$ cat src/rtl/req_enc_pkg.sv
// req_enc_pkg: shared widths and types for the 8-to-3 request encoder.
package req_enc_pkg;
  localparam int N_REQ  = 8;
  localparam int CODE_W = 3;
  typedef logic [N_REQ-1:0]  req_vec_t;
  typedef logic [CODE_W-1:0] code_t;
endpackage

$ cat src/rtl/prio_pick8.sv
// prio_pick8: combinational pick of the first set candidate searching upward from i_base with wrap.
module prio_pick8
  import req_enc_pkg::*;
(
  input  logic [N_REQ-1:0]  i_cand,
  input  logic [CODE_W-1:0] i_base,
  output logic [CODE_W-1:0] o_idx,
  output logic              o_found
);
  logic [2*N_REQ-1:0] w_dbl;
  logic [N_REQ-1:0]   w_rot;
  code_t              w_off;
  assign w_dbl   = {i_cand, i_cand} >> i_base;
  assign w_rot   = w_dbl[N_REQ-1:0];
  assign o_found = |i_cand;
  assign o_idx   = i_base + w_off;
  always_comb begin
    w_off = '0;
    for (int i = N_REQ - 1; i >= 0; i--)
      if (w_rot[i]) w_off = code_t'(i);
  end
endmodule

$ cat src/rtl/req_encoder8.sv
// req_encoder8: sticky 8-line request accumulator with a registered valid/ready encoded index.
// Define REQ_ENCODER_RR_EN for round-robin priority; otherwise the lowest index wins.
module req_encoder8
  import req_enc_pkg::*;
(
  input  logic              clk,
  input  logic              rst,
  input  logic [N_REQ-1:0]  req,
  input  logic [N_REQ-1:0]  mask,
  output logic [CODE_W-1:0] code,
  output logic              valid,
  input  logic              ready,
  output logic [N_REQ-1:0]  pending
);
  req_vec_t r_pend;
  code_t    r_code;
  logic     r_valid;
  logic     w_hs, w_load, w_found;
  req_vec_t w_clr, w_pend_nxt, w_cand;
  code_t    w_base, w_idx;
  assign w_hs       = r_valid & ready;
  assign w_load     = ~r_valid | w_hs;
  assign w_clr      = w_hs ? req_vec_t'(1) << r_code : '0;
  // set wins over clear so a re-raised request is served again
  assign w_pend_nxt = (r_pend & ~w_clr) | req;
  assign w_cand     = w_pend_nxt & mask;
`ifdef REQ_ENCODER_RR_EN
  code_t r_ptr;
  assign w_base = w_hs ? r_code + 3'd1 : r_ptr;
  always_ff @(posedge clk)
    if (rst) r_ptr <= '0;
    else if (w_hs) r_ptr <= r_code + 3'd1;
`else
  assign w_base = '0;
`endif
  prio_pick8 u_pick (
    .i_cand (w_cand),
    .i_base (w_base),
    .o_idx  (w_idx),
    .o_found(w_found)
  );
  always_ff @(posedge clk) begin
    if (rst) begin
      r_pend  <= '0;
      r_code  <= '0;
      r_valid <= 1'b0;
    end else begin
      r_pend <= w_pend_nxt;
      if (w_load) begin
        r_valid <= w_found;
        r_code  <= w_found ? w_idx : '0;
      end
    end
  end
  assign code    = r_code;
  assign valid   = r_valid;
  assign pending = r_pend;
endmodule

$ cat config.mk
export PLATFORM = sky130hd
export DESIGN_NAME = req_encoder8
export DESIGN_NICKNAME = d
export VERILOG_FILES = /design/src/rtl/req_enc_pkg.sv /design/src/rtl/prio_pick8.sv /design/src/rtl/req_encoder8.sv
export SDC_FILE = /design/constraint.sdc
export NUM_CORES = 1
export LEC_CHECK = 0
export BUFFER_PORTS_ARGS = -buffer_cell sky130_fd_sc_hd__buf_4
export CAP_MARGIN = 15
export CELL_PAD_IN_SITES_DETAIL_PLACEMENT = 0
export CELL_PAD_IN_SITES_GLOBAL_PLACEMENT = 1
export CORE_MARGIN = 2
export CORE_UTILIZATION = 35
export CTS_CLUSTER_DIAMETER = 150
export DETAILED_ROUTE_END_ITERATION = 8
export PLACE_DENSITY_LB_ADDON = 0.1
export SYNTH_ARGS = -nofsm -noshare
export SYNTH_HDL_FRONTEND = slang
export SYNTH_SLANG_ARGS = --single-unit
$ cat constraint.sdc
create_clock -name clk -period 2.7 [get_ports clk]
set_clock_uncertainty 0.1 [all_clocks]
set_input_delay 0.135 -clock clk [delete_from_list [all_inputs] [get_ports clk]]
set_output_delay 0.135 -clock clk [all_outputs]
set_load 0.02 [all_outputs]
==> flow_summary.json, run 1 <==
{
  "max_slew_margin_pct": 70.0,
  "area_delta_synth_final_pct": 42.4,
  "finalCritPeriodShare_pct": 75.2,
  "cts_root_buf": "clkbuf_4",
  "cts.reportedPaths.clkPinSlew_ns": 0.09,
  "synth_edf_count": 0,
  "holdWs_ns": 0.00578,
  "cap_violations": 0,
  "hold_start": "req[6]",
  "post-route-drc-count": 0,
  "outcome": "finished, final reports clean",
  "use_met2_pct": 27.0,
  "rsz0062_at_grt": "false",
  "port_buffers": 30,
  "worst-setup-path-type": "reg -> reg",
  "numCtsBuffers": 3,
  "top_usage_layer": "met2",
  "leakagePower_nw": 0.455,
  "core_mm2": 0.00198,
  "drtIter0Drc": 5,
  "hold_path_class": "in -> reg",
  "rows": 16,
  "start_util_pct": 37.8,
  "die-area_mm2": 0.00253,
  "die_w_um": 50.3,
  "setup-tns-final_ns": 0,
  "finalMaxSlewViolations": 0,
  "htreeDepth": 1,
  "post-cts-setup-buffers": 0,
  "synth_flop_cell": "dfxtp_1",
  "synth_xor_area_share_pct": 0,
  "max_freq_mhz": 492,
  "grt_pass1_vias": 705,
  "drive_above_1_share_pct": 33.3,
  "hold_violations": 0,
  "first_pass_iters": 2,
  "async_flop_share_pct": 0,
  "yosys.area_share.simple_pct": 29.4,
  "fin_crit_ns": 2.03,
  "cts_tree": "done",
  "synth_top_family_by_area": "compound AO/OA/AOI/OAI gates",
  "route.antenna.remaining_nets": 0,
  "vias": 795,
  "grt_max_degree": 14,
  "syn_inst": 93,
  "end_kind": "register",
  "routed_wl_um": 1910,
  "synth.area.mux_share_pct": 0,
  "ys_warn_count": 0,
  "syn_avg_cell_area_um2": 8.06,
  "worstSetupStartpoint": "code[0]",
  "dpl.hpwl_um": 1420,
  "antenna_cells": 0,
  "place_area_um2": 971,
  "cts_resized": 0,
  "track_usage_pct": 16.5,
  "synth_seq_cells": 12,
  "netlist_area_um2": 749,
  "wl_per_cell_um": 12.2,
  "setup_viol": 0,
  "num_io_pins": 31,
  "synth.distinct_cells": 34,
  "grt_first_pass_wirelength_um": 3170,
  "met3_usage_pct": 5.65,
  "hold_buffers": 6,
  "grt-ovfl-total": 0,
  "path_max_fanout": 11,
  "critPathLaunchType": "register",
  "regToRegStartpoint": "code[0]",
  "die_h_um": 50.3,
  "yosysSeqAreaShare_pct": 32.1,
  "clock_sinks": 12,
  "tightest_slew_ns": 0.448,
  "irDropWorstVdd_uv": 327,
  "fin_util_pct": 53.9,
  "antenna_found_initial": 0,
  "gp_congestion": 0.742,
  "yosys.area_share.adder_pct": 0,
  "design_area_mm2": 0.00107,
  "clk_latency_ns": 0.28,
  "syn-num-nets": 112,
  "cp_data_required_time_ns": 2.82,
  "synth_compound_area_share_pct": 31.1,
  "vias_per_cell": 5.10,
  "layout.nets": 149,
  "worstPathArrival_ns": 2.15,
  "met1_usage_pct": 20.7,
  "cts_buffer_depth": 2,
  "power_density_mw_per_mm2": 462
}
## metal layers
metal,vias to the layer above,wire length (um),share of wire (%)
li1,412,-,-
met1,361,886,46
met2,20,910,48
met3,2,98,5.1
met4,0,10,0.52
met5,-,0,0
## critical path: stages, from the launching register on
cell     delay [ns]
dfxtp_1        0.57
nor2b_1        0.31
a31oi_1        0.15
nor2_1         0.23
or4b_1         0.46
a21oi_1        0.14
## final timing paths
| kind | to | slack [ns] | cells past startpoint |
|---|---|---|---|
| max | code[2] | 0.67 | 5 |
| min | pending[6] | 0.006 | 3 |
| max reg2reg | code[2] | 0.67 | 5 |
| min reg2reg | code[2] | 0.41 | 2 |
## power by group
group,internal (mW),switching [mW]
clock,0.0820,0.0654
sequential,0.190,0.0169
combinational,0.0701,0.0681
## registers in the layout (all words and copies together), names as in the netlist
| signal | flops |
|---|---|
| pending | 8 |
| code | 3 |
| valid | 1 |
## through the flow
step	total power [mW]	setup WS, ns	instances
after floorplan	0.292	0.743	93
after global placement	0.340	0.728	146
after detailed placement	0.343	0.674	146
after CTS	0.500	0.667	156
after global routing	0.522	0.505	156
final	0.493	0.669	156
## placed cells by master, fill, tap and decap left out, types with 2 or more instances in the layout
cell type      instances
buf_4                 30
nand3_1                3
nand2_1                9
inv_1                  5
dlygate4sd3_1          6
clkbuf_4               3
o21ai_0                7
a31oi_1                2
dfxtp_1               12
nor3_1                 3
a21oi_1               14
nor2_1                 9
nor2b_1                3
## cell families (layout without fill, tap and decap cells)
logic type,count (synthesis),in the layout
flops,12,12
simple gates,37,37
buf+inv,9,45
compound gates,35,35
## final cells by class
type                       instances  area [um2]
clock buffer                       4        36.3
fill                             209         915
inverter                           5        18.8
multi-input combinational         72         453
sequential                        12         240
tap                               27        33.8
timing repair buffer              36         285
## synth_stat cells, types with 2 or more instances
cell type,number,area [um2]
buf_6,3,33.8
inv_1,5,18.8
nand2_1,9,33.8
a21oi_1,14,70.1
a31oi_1,2,12.5
dfxtp_1,12,240
nor3_1,3,15.0
o21ai_0,7,35.0
nand3_1,3,15.0
nor2_1,9,33.8
nor2b_1,3,18.8
No activity file was read; power rests on OpenSTA's default activity.
==> inputs of run 2 (changes only) <==
--- a/config.mk
+++ b/config.mk
@@ -10,7 +10,7 @@
 export CELL_PAD_IN_SITES_DETAIL_PLACEMENT = 0
 export CELL_PAD_IN_SITES_GLOBAL_PLACEMENT = 1
 export CORE_MARGIN = 2
-export CORE_UTILIZATION = 35
+export CORE_UTILIZATION = 29
 export CTS_CLUSTER_DIAMETER = 150
 export DETAILED_ROUTE_END_ITERATION = 8
 export PLACE_DENSITY_LB_ADDON = 0.1
==> constraint.sdc (replaced) <==
create_clock -name clk -period 1.8 [get_ports clk]
set_clock_uncertainty 0.1 [all_clocks]
set_input_delay 0.09 -clock clk [delete_from_list [all_inputs] [get_ports clk]]
set_output_delay 0.09 -clock clk [all_outputs]
set_load 0.02 [all_outputs]
==> run 2 against run 1 <==
  * Critical path depth grew 1
  * Non-clock buffer count grew 17
  * Combinational power grew 86%
  * Power grew 53%
  * Sequential power grew 51%
  * Flip-flop and latch count is the same
==> flow_summary.json, run 2 (synthesis gave the netlist of run 1 again) <==
{
  "die_h_um": 54.8,
  "cts_tree": "done",
  "gp_congestion": 0.827,
  "max_stage_delay_ns": 0.44,
  "slowest_stage": "or4b_1",
  "routed_wl_um": 2100,
  "path_cells": "and3b_2 -> buf_6 -> a31oi_1 -> nor2_1 -> or4b_1 -> a21oi_1",
  "clk_latency_ns": 0.28,
  "final_common_cell": "buf_4",
  "port_buffers": 30,
  "hold_start": "ready",
  "outcome": "finished, final reports clean",
  "wl_per_cell_um": 11.9,
  "multi_input_area_um2": 480,
  "path_max_fanout": 5,
  "layout.nets": 166,
  "largest_reg_flops": 8,
  "tightest_slew_ns": 0.322,
  "leakagePower_nw": 0.538,
  "wl_met3_um": 116,
  "register_area_um2": 248,
  "hold_path_depth": 3,
  "pwr-share-seq_pct": 41.4,
  "design_area_mm2": 0.00125,
  "grt_first_pass_wirelength_um": 3270,
  "hold_violations": 0,
  "grt_pass1_vias": 763,
  "cts.reportedPaths.clkPinSlew_ns": 0.09,
  "cap_violations": 0,
  "vias_per_cell": 4.85,
  "finalMaxSlewViolations": 0,
  "clock_sinks": 12,
  "fin_crit_ns": 1.75,
  "grt-ovfl-total": 0,
  "grt_max_degree": 14,
  "num_io_pins": 31,
  "internal-power_uw": 515,
  "rsz0062_at_grt": "true",
  "place_area_mm2": 0.00104,
  "drive_above_1_share_pct": 41.1,
  "antenna_found_initial": 0,
  "start_util_pct": 30.5,
  "setup_slack_ns": 0.0498,
  "post-route-drc-count": 0,
  "irDropWorstVdd_uv": 324,
  "max_freq_mhz": 571,
  "regToRegStartpoint": "code[2]",
  "p_comb_share_pct": 34.1,
  "r2r_slack_ns": 0.05,
  "antenna_cells": 0,
  "top_layer": "met4",
  "p_total_uw": 754,
  "setup_viol": 0,
  "worstPathArrival_ns": 1.86,
  "switching_power_uw": 239,
  "wl_met1_um": 1000,
  "track_usage_pct": 15.6,
  "die-area_mm2": 0.00301,
  "first_pass_iters": 5,
  "power_frac_clock_pct": 24.5,
  "r2r_cells": 6,
  "area_delta_synth_final_pct": 67.1,
  "htreeDepth": 1,
  "hold_path_class": "in -> reg",
  "power_density_mw_per_mm2": 602,
  "die_w_um": 54.8,
  "fillerInstances": 271,
  "max_slew_margin_pct": 78.5,
  "end_kind": "register",
  "finalCritPeriodShare_pct": 97.2,
  "cts_buffer_depth": 2,
  "rows": 18,
  "dpl_worst_slack_ns": 0.0211,
  "layout_common_cells": "buf_4, dlygate4sd3_1, a21oi_1",
  "dr_wl_met2_um": 965,
  "drtIter0Drc": 10,
  "cts_root_buf": "clkbuf_4",
  "r2r_end": "code[2]",
  "critPathLaunchType": "register",
  "vias": 854,
  "numCtsBuffers": 3,
  "route.antenna.remaining_nets": 0,
  "cp_data_required_time_ns": 1.91,
  "whs_endpoint": "valid",
  "worst-setup-path-type": "reg -> reg",
  "power.share.switching_pct": 31.7,
  "dpl.hpwl_um": 1520,
  "core_mm2": 0.00245
}
[run 2: per-layer routing]
layer | up-vias | GRT usage, %
met3 | 2 | 3.01
met1 | 381 | 20.7
met4 | 0 | 7.50
met2 | 25 | 24.0
met5 | - | 0
li1 | 446 | -
[run 2: worst max path at each step]
stage | startpoint | endpoint | slack, ns | cells past startpoint
2_1_floorplan | valid | code[2] | 0.03 | 6
3_3_place_gp | code[2] | code[2] | 0.06 | 6
3_5_place_dp | code[2] | code[2] | 0.02 | 6
4_1_cts | code[2] | pending[0] | 0.03 | 6
5_1_grt | code[2] | pending[1] | -0.02 | 6
6_report | code[2] | code[2] | 0.05 | 6
[run 2: area by class of cell]
class | instances | share of cell area, %
clock buffers | 4 | 2.10
inverters | 5 | 1.50
flip-flops and latches | 12 | 19.8
multi-input cells | 72 | 38.4
repair buffers | 53 | 35.3
well taps | 30 | 3.00
[run 2: worst max-delay path, delay by kind of cell, from the launching register on]
family                 cells  cell delay (ns)
and+or+nand+nor            3             0.88
AOI/OAI and AO/OA          2             0.23
buffers and inverters      1             0.13
DFF                        1             0.35
[run 2: what timing repair did]
item                                   CTS  global route
endpoints found under the hold margin   10             0
cloned                                   0             0
pin swaps                                0             5
setup endpoints to repair                1             8
buffers inserted                         0             2
hold buffers                            16             0
gates resized for setup                  1             7
[run 2: per-stage QoR]
| stage | instances | setup TNS (ns) | utilization (%) | hold WS (ns) |
|---|---|---|---|---|
| 2_1_floorplan | 93 | 0 | - | 0.0550 |
| 3_3_place_gp | 155 | 0 | 42.2 | 0.214 |
| 3_5_place_dp | 155 | 0 | 42.2 | 0.221 |
| 4_1_cts | 175 | 0 | 49.8 | 0.0848 |
| 5_1_grt | 176 | -0.0374 | 51.0 | 0.0836 |
| 6_report | 176 | 0 | 51.0 | 0.0869 |
[run 2: power by group through the flow]
stage	combinational [mW]	sequential (mW)	clock, mW
after detailed placement	0.215	0.318	0
after global routing	0.281	0.315	0.215
after floorplan	0.111	0.331	0
final	0.257	0.312	0.185
after global placement	0.216	0.317	0
after CTS	0.247	0.312	0.196
